[src/rtl/writeback_stage_pkg.sv]
// writeback_stage_pkg
//   Shared definitions for the writeback stage: the datapath width, the
//   writeback source-select codes and the load width/sign (FUNCT3) codes.
//   No ports; imported by the interface, the top and the load_align unit.
package writeback_stage_pkg;

  // Only a 64-bit datapath is supported.
  localparam int XLEN = 64;

  typedef enum logic [1:0] {
    WB_SEL_ALU  = 2'b00,
    WB_SEL_LOAD = 2'b01,
    WB_SEL_PC4  = 2'b10,
    WB_SEL_RSVD = 2'b11
  } wb_sel_e;

  typedef enum logic [2:0] {
    F3_LB  = 3'b000,
    F3_LH  = 3'b001,
    F3_LW  = 3'b010,
    F3_LD  = 3'b011,
    F3_LBU = 3'b100,
    F3_LHU = 3'b101,
    F3_LWU = 3'b110,
    F3_LDX = 3'b111
  } ld_funct3_e;

endpackage

[src/rtl/writeback_stage_if.sv]
// writeback_stage_if
//   Bundle between the memory stage and the writeback stage.
//   master : memory-stage side, drives MEM_* and STALL, receives results.
//   slave  : writeback stage, receives MEM_* and STALL, drives DR, WB_DATA,
//            ST_REG, WB_V (and INSTRET when WB_INSTRET_EN is defined).
//   Optional feature macro: WB_INSTRET_EN adds the 64-bit INSTRET signal.
interface writeback_stage_if;
  import writeback_stage_pkg::*;

  logic            MEM_V;
  logic            MEM_REG_WE;
  logic [4:0]      MEM_DR;
  logic [1:0]      MEM_WB_SEL;
  logic [2:0]      MEM_FUNCT3;
  logic [2:0]      MEM_ADDR_LO;
  logic [XLEN-1:0] MEM_ALU_RESULT;
  logic [XLEN-1:0] MEM_LD_DATA;
  logic [XLEN-1:0] MEM_PC;
  logic            STALL;

  logic [4:0]      DR;
  logic [XLEN-1:0] WB_DATA;
  logic            ST_REG;
  logic            WB_V;
`ifdef WB_INSTRET_EN
  logic [XLEN-1:0] INSTRET;
`endif

  modport master (
    output MEM_V, MEM_REG_WE, MEM_DR, MEM_WB_SEL, MEM_FUNCT3, MEM_ADDR_LO,
    output MEM_ALU_RESULT, MEM_LD_DATA, MEM_PC, STALL,
`ifdef WB_INSTRET_EN
    input  INSTRET,
`endif
    input  DR, WB_DATA, ST_REG, WB_V
  );

  modport slave (
    input  MEM_V, MEM_REG_WE, MEM_DR, MEM_WB_SEL, MEM_FUNCT3, MEM_ADDR_LO,
    input  MEM_ALU_RESULT, MEM_LD_DATA, MEM_PC, STALL,
`ifdef WB_INSTRET_EN
    output INSTRET,
`endif
    output DR, WB_DATA, ST_REG, WB_V
  );

endinterface

[src/rtl/writeback_stage_load_align.sv]
// load_align
//   Combinational load extraction. The raw aligned doubleword is shifted
//   right by 8*addr_lo (zero-filled from the top, so bytes past byte 7 read
//   as zero on a misaligned access), then the low 1/2/4/8 bytes are sign- or
//   zero-extended according to funct3. funct3=111 behaves as LD.
//   Ports: raw (in, 64), addr_lo (in, 3), funct3 (in, 3), result (out, 64).
module load_align
  import writeback_stage_pkg::*;
(
  input  logic [XLEN-1:0] raw,
  input  logic [2:0]      addr_lo,
  input  logic [2:0]      funct3,
  output logic [XLEN-1:0] result
);

  logic [XLEN-1:0]   shifted;
  logic signed [7:0]  byte_s;
  logic signed [15:0] half_s;
  logic signed [31:0] word_s;

  assign shifted = raw >> {addr_lo, 3'b000};
  assign byte_s  = shifted[7:0];
  assign half_s  = shifted[15:0];
  assign word_s  = shifted[31:0];

  always_comb begin
    result = shifted;
    case (funct3)
      F3_LB:   result = XLEN'(byte_s);
      F3_LH:   result = XLEN'(half_s);
      F3_LW:   result = XLEN'(word_s);
      F3_LBU:  result = XLEN'(shifted[7:0]);
      F3_LHU:  result = XLEN'(shifted[15:0]);
      F3_LWU:  result = XLEN'(shifted[31:0]);
      default: result = shifted;
    endcase
  end

endmodule

[src/rtl/writeback_stage.sv]
// writeback_stage
//   Single-cycle writeback latch. MEM_* inputs are captured on each posedge
//   unless STALL holds the latch; outputs are purely combinational functions
//   of the latch contents (no input-to-output path).
//   Ports:
//     CLK    (in)  sole clock, posedge
//     reset  (in)  synchronous active-high reset, priority over STALL
//     bus    (writeback_stage_if.slave) MEM_* and STALL in; DR, WB_DATA,
//            ST_REG, WB_V out (INSTRET out when WB_INSTRET_EN is defined)
//   Optional feature macro: WB_INSTRET_EN adds a retired-instruction counter
//   incremented on every posedge with WB_V=1 and STALL=0.
module writeback_stage #(
  parameter int XLEN = 64  // only 64 is supported
) (
  input  logic             CLK,
  input  logic             reset,
  writeback_stage_if.slave bus
);
  import writeback_stage_pkg::*;

  logic            vld_p1;
  logic            we_p1;
  logic [4:0]      dr_p1;
  logic [1:0]      sel_p1;
  logic [2:0]      funct3_p1;
  logic [2:0]      addr_lo_p1;
  logic [XLEN-1:0] alu_p1;
  logic [XLEN-1:0] ld_p1;
  logic [XLEN-1:0] pc_p1;

  logic [XLEN-1:0] load_val_p1;
  logic [XLEN-1:0] wb_data_p1;

  // ---- stage p0 -> p1: writeback latch ----
  // Every field is cleared on reset so the outputs are defined zeros from
  // the first cycle after reset, not only the valid bit.
  always_ff @(posedge CLK) begin
    if (reset) begin
      vld_p1     <= 1'b0;
      we_p1      <= 1'b0;
      dr_p1      <= '0;
      sel_p1     <= '0;
      funct3_p1  <= '0;
      addr_lo_p1 <= '0;
      alu_p1     <= '0;
      ld_p1      <= '0;
      pc_p1      <= '0;
    end else if (!bus.STALL) begin
      vld_p1     <= bus.MEM_V;
      we_p1      <= bus.MEM_REG_WE;
      dr_p1      <= bus.MEM_DR;
      sel_p1     <= bus.MEM_WB_SEL;
      funct3_p1  <= bus.MEM_FUNCT3;
      addr_lo_p1 <= bus.MEM_ADDR_LO;
      alu_p1     <= bus.MEM_ALU_RESULT;
      ld_p1      <= bus.MEM_LD_DATA;
      pc_p1      <= bus.MEM_PC;
    end
  end

  // ---- stage p1: result select from latch contents ----
  load_align u_load_align (
    .raw     (ld_p1),
    .addr_lo (addr_lo_p1),
    .funct3  (funct3_p1),
    .result  (load_val_p1)
  );

  always_comb begin
    wb_data_p1 = '0;
    case (sel_p1)
      WB_SEL_ALU:  wb_data_p1 = alu_p1;
      WB_SEL_LOAD: wb_data_p1 = load_val_p1;
      WB_SEL_PC4:  wb_data_p1 = pc_p1 + XLEN'(4);
      default:     wb_data_p1 = '0;
    endcase
  end

  assign bus.WB_V    = vld_p1;
  assign bus.DR      = dr_p1;
  assign bus.WB_DATA = wb_data_p1;
  // x0 is hardwired, and the reserved select never writes.
  assign bus.ST_REG  = vld_p1 && we_p1 && (dr_p1 != 5'd0) &&
                       (sel_p1 != WB_SEL_RSVD);

`ifdef WB_INSTRET_EN
  logic [XLEN-1:0] instret_p1;

  // A held instruction retires once, on the edge that releases the stall.
  always_ff @(posedge CLK) begin
    if (reset) begin
      instret_p1 <= '0;
    end else if (vld_p1 && !bus.STALL) begin
      instret_p1 <= instret_p1 + XLEN'(1);
    end
  end

  assign bus.INSTRET = instret_p1;
`endif

endmodule
[src/flat_wrapper.sv]
// flat-port wrapper written by rule: the top's interface ports become plain ports
module writeback_stage_flat import writeback_stage_pkg::*;
#(
  parameter int XLEN = 64                         
)
  (CLK, reset, bus_MEM_V, bus_MEM_REG_WE, bus_MEM_DR, bus_MEM_WB_SEL, bus_MEM_FUNCT3, bus_MEM_ADDR_LO, bus_MEM_ALU_RESULT, bus_MEM_LD_DATA, bus_MEM_PC, bus_STALL, bus_DR, bus_WB_DATA, bus_ST_REG, bus_WB_V);
  writeback_stage_if bus_i ();
  input  logic CLK;
  input  logic reset;
  input wire logic [$bits(bus_i.MEM_V)-1:0] bus_MEM_V;
  input wire logic [$bits(bus_i.MEM_REG_WE)-1:0] bus_MEM_REG_WE;
  input wire logic [$bits(bus_i.MEM_DR)-1:0] bus_MEM_DR;
  input wire logic [$bits(bus_i.MEM_WB_SEL)-1:0] bus_MEM_WB_SEL;
  input wire logic [$bits(bus_i.MEM_FUNCT3)-1:0] bus_MEM_FUNCT3;
  input wire logic [$bits(bus_i.MEM_ADDR_LO)-1:0] bus_MEM_ADDR_LO;
  input wire logic [$bits(bus_i.MEM_ALU_RESULT)-1:0] bus_MEM_ALU_RESULT;
  input wire logic [$bits(bus_i.MEM_LD_DATA)-1:0] bus_MEM_LD_DATA;
  input wire logic [$bits(bus_i.MEM_PC)-1:0] bus_MEM_PC;
  input wire logic [$bits(bus_i.STALL)-1:0] bus_STALL;
  output wire logic [$bits(bus_i.DR)-1:0] bus_DR;
  output wire logic [$bits(bus_i.WB_DATA)-1:0] bus_WB_DATA;
  output wire logic [$bits(bus_i.ST_REG)-1:0] bus_ST_REG;
  output wire logic [$bits(bus_i.WB_V)-1:0] bus_WB_V;
  assign bus_i.MEM_V = bus_MEM_V;
  assign bus_i.MEM_REG_WE = bus_MEM_REG_WE;
  assign bus_i.MEM_DR = bus_MEM_DR;
  assign bus_i.MEM_WB_SEL = bus_MEM_WB_SEL;
  assign bus_i.MEM_FUNCT3 = bus_MEM_FUNCT3;
  assign bus_i.MEM_ADDR_LO = bus_MEM_ADDR_LO;
  assign bus_i.MEM_ALU_RESULT = bus_MEM_ALU_RESULT;
  assign bus_i.MEM_LD_DATA = bus_MEM_LD_DATA;
  assign bus_i.MEM_PC = bus_MEM_PC;
  assign bus_i.STALL = bus_STALL;
  assign bus_DR = bus_i.DR;
  assign bus_WB_DATA = bus_i.WB_DATA;
  assign bus_ST_REG = bus_i.ST_REG;
  assign bus_WB_V = bus_i.WB_V;
  writeback_stage #(.XLEN(XLEN)) u_core (.CLK(CLK), .reset(reset), .bus(bus_i));
endmodule
[config.mk]
export PLATFORM = sky130hd
export DESIGN_NAME = writeback_stage_flat
export DESIGN_NICKNAME = d
export VERILOG_FILES = /design/src/rtl/writeback_stage_pkg.sv /design/src/rtl/writeback_stage_if.sv /design/src/rtl/writeback_stage_load_align.sv /design/src/rtl/writeback_stage.sv /design/src/flat_wrapper.sv
export SDC_FILE = /design/constraint.sdc
export NUM_CORES = 1
export LEC_CHECK = 0
export BUFFER_PORTS_ARGS = -buffer_cell sky130_fd_sc_hd__buf_2
export CORE_MARGIN = 3
export CORE_UTILIZATION = 51
export CTS_CLUSTER_DIAMETER = 50
export DETAILED_ROUTE_END_ITERATION = 6
export HOLD_SLACK_MARGIN = 0.15
export MAX_ROUTING_LAYER = met4
export PLACE_DENSITY = 0.85
export SLEW_MARGIN = 30
export SYNTH_ARGS = -nofsm -noshare
export SYNTH_HDL_FRONTEND = slang
export SYNTH_SLANG_ARGS = --single-unit
[constraint.sdc]
create_clock -name CLK -period 3 [get_ports CLK]
set_input_delay 0.45 -clock CLK [delete_from_list [all_inputs] [get_ports CLK]]
set_output_delay 0.45 -clock CLK [all_outputs]
set_load 0.01 [all_outputs]
# == After elaboration in Yosys (flattened, before gate mapping) ==
# Index checks and enable logic that the tools add are counted.
# totals
regBits,207
out_inout_bits,71
word_cells,27
inputBits,210
# classes
eq_ne,8
add_sub_neg,1
n_reduce_logical,6
n_shift,1
n_mux,2
# op_table
operator,n
64-bit one-hot mux with 6 select lines,1
64-bit one-hot mux with 3 select lines,1
64-bit by 3-bit adder with 64-bit output (second input constant),1
64-bit by 6-bit >> shifter with 64-bit output,1
3-bit == test (second input constant),3
5-bit nonzero test,1
3-bit by 1-bit == test with 1-bit output (second input constant),1
3-bit by 2-bit == test with 1-bit output (second input constant),1
1-bit logical AND,3
3-bit zero test,1
2-bit by 1-bit == test with 1-bit output (second input constant),1
2-bit == test (second input constant),1
2-bit zero test,1
2-bit inequality test (second input constant),1

# == Longest topological paths before layout ==
# logic_depth
ltp_word,3
ltp_mapped,9
depth_no_buf,7

# == Hierarchy ==
# A second synthesis with hierarchy kept.
# unflattened
cells_unflattened,1413
area_unflattened_um2,12563.3
# by_module_without_submodules
mod,area_each_um2,cells_per_inst,seq_area_each_um2,n_inst
writeback_stage,10224.8,1120,4144.0,1
load_align,2338.5,293,0.0,1

# == Least setup slack after synthesis ==
# Ideal clock, no wire load.
# synth_timing
path_type,reg2out
start,register u_core.pc_p1[2]
end,output bus_WB_DATA[56]
t_required_ns,2.550
n_path_buf,0
arrival_time_ns,2.190
path_slack_ns,0.360
path_stages_with_launch,8
cell_sequence,dfxtp_1 ha_1 nand3_2 nor4_4 nand4_2 or3_1 and3_1 o32ai_2
# synth_via
elab_chain_cells,2
# synth_rtl
item,line_no,text
"start, declared",writeback_stage.sv:29,logic [XLEN-1:0] pc_p1;
"start signal, assigned",writeback_stage.sv:57,pc_p1 <= bus.MEM_PC;
64-bit by 3-bit adder with 64-bit output,writeback_stage.sv:74,WB_SEL_PC4: wb_data_p1 = pc_p1 + XLEN'(4);
64-bit one-hot mux with 3 select lines,writeback_stage.sv:71,case (sel_p1)
"end, declared",flat_wrapper.sv:21,output wire logic [$bits(bus_i.WB_DATA)-1:0] bus_WB_DATA;
# Every way passes these cells.

# == Worst setup path in the final report ==
# layout_timing
start,register u_core.pc_p1[19]
end,output bus_WB_DATA[62]
# The elaborated chain is that of the path after synthesis.

==> key figures <==
Outcome
  • Status: finished, violations left
  • Failing checks: setup timing

Finish
  • Ant. Diodes: 0
  • Fillers: 1360
  • Synth-to-layout area growth: 44.3%
  • Final instance count without filler cells: about 2000
  • Final core occ: 0.752
  • Share of layout cells above drive strength 1: 0.361
  • Nets: between 1500 and 2000

Global routing
  • First-pass GRT wire length: around 67000 um
  • GRT Residual Overflow: 0
  • Vias in the first global route: approximately 12000
  • Largest net degree at the start of global routing: approximately 80
  • All-Layer GR Usage: 0.357
  • Initial antenna violation count: 0

STA
  • Tcrit/Tclk final: 1.09
  • Tmin final: about 3.3 ns
  • Setup Skew: 0 ns
  • Fin. max-slew vios: 0
  • Hold Fails Final Rpt: 0
  • Total negative slack: -4.04 ns
  • Worst slew pin tran: 0.702 ns
  • Fmax: around 310 MHz
  • RSZ-0062 raised after global routing: yes
  • Slew headroom: 0.531
  • Final setup viols: 42
  • Setup WS post-layout: -0.259 ns

Pwr
  • Clk pwr share: 0.419
  • PD cells: 496 nW/um2
  • P_int: 5.76 mW
  • Switching Power: 2.44 mW
  • Max VDD drop: slightly above 0.0004 V
  • Switching share of power: 0.298
  • Pleak: between 7 and 8 nW
  • Combinational Power Share: 0.199
  • Total design power: between 8 and 9 mW
  • Flop pwr share: 0.383

Critical path
  • Buffers & Inverters on Critical Path: 5
  • Worst EP arrival: ~2.8 ns
  • Biggest fanout along the worst timing path: 5
  • Critical path cell sequence: nand4_1, buf_6, nor4_4, buf_4, nand4_4, buf_4, buf_6, nor4_4, xnor2_1, o221ai_1, buf_2
  • CP top delay family: buffers and inverters
  • CP Launch Type: flip-flop
  • Setup CP Type: flip-flop to output port
  • CP max-delay cell: dfxtp_4
  • Worst Path Required: about 2.6 ns
  • Worst setup EP type: output port
  • Crit-path max cell delay: about 0.38 ns

Clock network
  • Clock transition at path regs: roughly 0.060 ns
  • Clk buf depth: 3
  • Clk_lat worst skew: ~0.53 ns
  • Clock root buffer: clkbuf_16
  • Number of CTS-inserted buffers: 28
  • CTS H-tree lvls: 1
  • Clock sink count: slightly above 200
  • CTS tree: built

Drt
  • Via-per-instance ratio: approximately 6.3
  • Drt drc: 0
  • Iter 0 DRT Violations: roughly 1500
  • Antenna-violating nets left: 0
  • WL/cell: between 20 and 25 um
  • WL final: between 40000 and 50000 um
  • Vias: 12600
  • Drt pass-1 iters: 6

Synth
  • Warnings, synthesis: 0
  • Post-synth EDFFs: 0
  • Synth Instances: roughly 1300
  • Synth Area per Inst: around 8.5 um2
  • Yosys reg bits: 207
  • Synth cell types: 55
  • Post-synthesis sequential area ratio: 0.362
  • Mapped cell area: 11500 um2
  • Primary FF master, synth: dfxtp_1
  • Async set or reset register ratio after synthesis: 0
  • Syn_nets: ~1600

Floorplan
  • Initial core utilization: 0.521
  • Chip Width: approximately 160 um
  • Core area: 22000 um2
  • Die Footprint: ~24000 um2
  • I/O pin count: between 200 and 300
  • # rows: 54
  • Die H: 156 um

Placed design
  • Port buffer count: 280
  • Placed Cells incl. Taps: between 1500 and 2000
  • Hpwl dp: between 30000 and 40000 um
  • GP Congestion: 0.991

Hold path
  • Worst hold-check path type: input port to flip-flop

Run
  • Max-Cap Viols: 0
layout by cell type (no fill, tap or decap), types with 9 or more instances in the layout:
| master | n |
|---|---|
| nor4_4 | 12 |
| mux4_2 | 9 |
| nand2_1 | 91 |
| mux2i_2 | 9 |
| buf_2 | 277 |
| a22oi_1 | 9 |
| a22oi_2 | 20 |
| mux2i_1 | 243 |
| dfxtp_1 | 173 |
| dlygate4sd3_1 | 54 |
| o21ai_1 | 31 |
| xnor2_1 | 42 |
| o21ai_0 | 29 |
| a21oi_1 | 30 |
| buf_6 | 18 |
| nand3_1 | 23 |
| buf_4 | 56 |
| buf_12 | 14 |
| nand4_1 | 25 |
| o22ai_1 | 23 |
| a21oi_2 | 14 |
| dfxtp_4 | 17 |
| dfxtp_2 | 17 |
| inv_1 | 10 |
| xor2_1 | 12 |
| o22ai_2 | 16 |
| mux2_2 | 9 |
| nor2_1 | 250 |
| clkbuf_16 | 32 |
tightest hold or removal path: stages:
cell,delay [ns]
buf_2,0.07
mux2i_1,0.05
nor2_1,0.07
registers in the layout, summed over array words and instances, names as in the netlist, 2 cells and up:
register / cells
u_core.bus.DR: 5
u_core.funct3_p1: 3
u_core.addr_lo_p1: 3
u_core.sel_p1: 2
u_core.alu_p1: 64
u_core.pc_p1: 64
u_core.ld_p1: 64
power by group through the flow:
stage / Combinational (mW) / Sequential [mW] / Clock [mW]
after floorplan: 0.810 / 3.08 / 0
after global placement: 1.27 / 3.15 / 0
after detailed placement: 1.29 / 3.16 / 0
after CTS: 1.45 / 3.11 / 3.44
after global routing: 1.72 / 3.15 / 3.58
final: 1.63 / 3.14 / 3.43
repair_timing:
item | 4_1_cts | 5_1_grt
cloned | 4 | 3
resized for setup | 127 | 143
setup endpoints to repair | 63 | 64
setup buffers | 27 | 22
hold buffers | 54 | 0
hold endpoints to repair | 54 | 0
pin swaps | 45 | 67
per-stage QoR:
stage          setup WS, ns  hold slack, ns  instance area [um2]
4_1_cts              -0.132           0.150                15700
6_report             -0.259           0.150                16500
3_3_place_gp          0.139           0.474                13300
5_1_grt              -0.381           0.161                16500
2_1_floorplan         0.360           0.456                11500
3_5_place_dp         0.0642           0.489                13300
synth_stat cells (12+ instances only):
cell type,number,share of area
xor2_1,12,0.0092
buf_2,13,0.0057
nor3_1,17,0.0074
o21ai_1,20,0.0087
o21ai_0,44,0.019
clkbuf_1,63,0.021
dfxtp_1,207,0.36
buf_1,24,0.0079
xnor2_1,45,0.034
nand4_1,25,0.014
nor2_1,256,0.084
nand2_1,98,0.032
a21oi_1,49,0.021
nand3_1,26,0.011
a22oi_1,29,0.019
mux2i_1,254,0.22
o22ai_1,42,0.023
metal layers:
metal	GRT usage	share of wire	up-vias	routed length [um]
li1	-	-	5528	-
met2	0.573	0.47	953	21800
met1	0.440	0.37	5861	17200
met4	0.164	0.064	0	3000
met3	0.0621	0.10	251	4740
met5	-	0	-	0
final timing paths:
check                           cells past startpoint                             to  slack [ns]                     startpoint
worst max-delay path                               11                bus_WB_DATA[62]       -0.26  u_core.pc_p1[19]$_SDFFE_PP0N_
worst min-delay path                                3   u_core.ld_p1[6]$_SDFFE_PP0N_        0.15             bus_MEM_LD_DATA[6]
worst max register to register                      5   u_core.pc_p1[2]$_SDFFE_PP0N_        1.95   u_core.pc_p1[2]$_SDFFE_PP0N_
worst min register to register                      2  u_core.alu_p1[7]$_SDFFE_PP0N_        0.49  u_core.alu_p1[7]$_SDFFE_PP0N_
area by class of cell:
class,instances,area (um2),area share
clock buffers,36,802,0.0485
inverters,12,48.8,0.00295
repair buffers,430,3080,0.186
multi-input cells,1026,7830,0.474
flip-flops and latches,207,4230,0.256
clock inverters,16,175,0.0106
well taps,280,350,0.0212
cells by family (layout without fill, tap and decap cells):
kind of cell	count (synthesis)	in the layout	synth area share
muxes	273	273	0.250
AOI/OAI and AO/OA	219	219	0.118
xor gates and xnor gates	57	57	0.0436
DFF	207	207	0.362
buffers and inverters	113	494	0.0386
adders and majority gates	1	1	0.00109
and+or+nand+nor	476	476	0.187
Power figures use the tool's default switching activity.
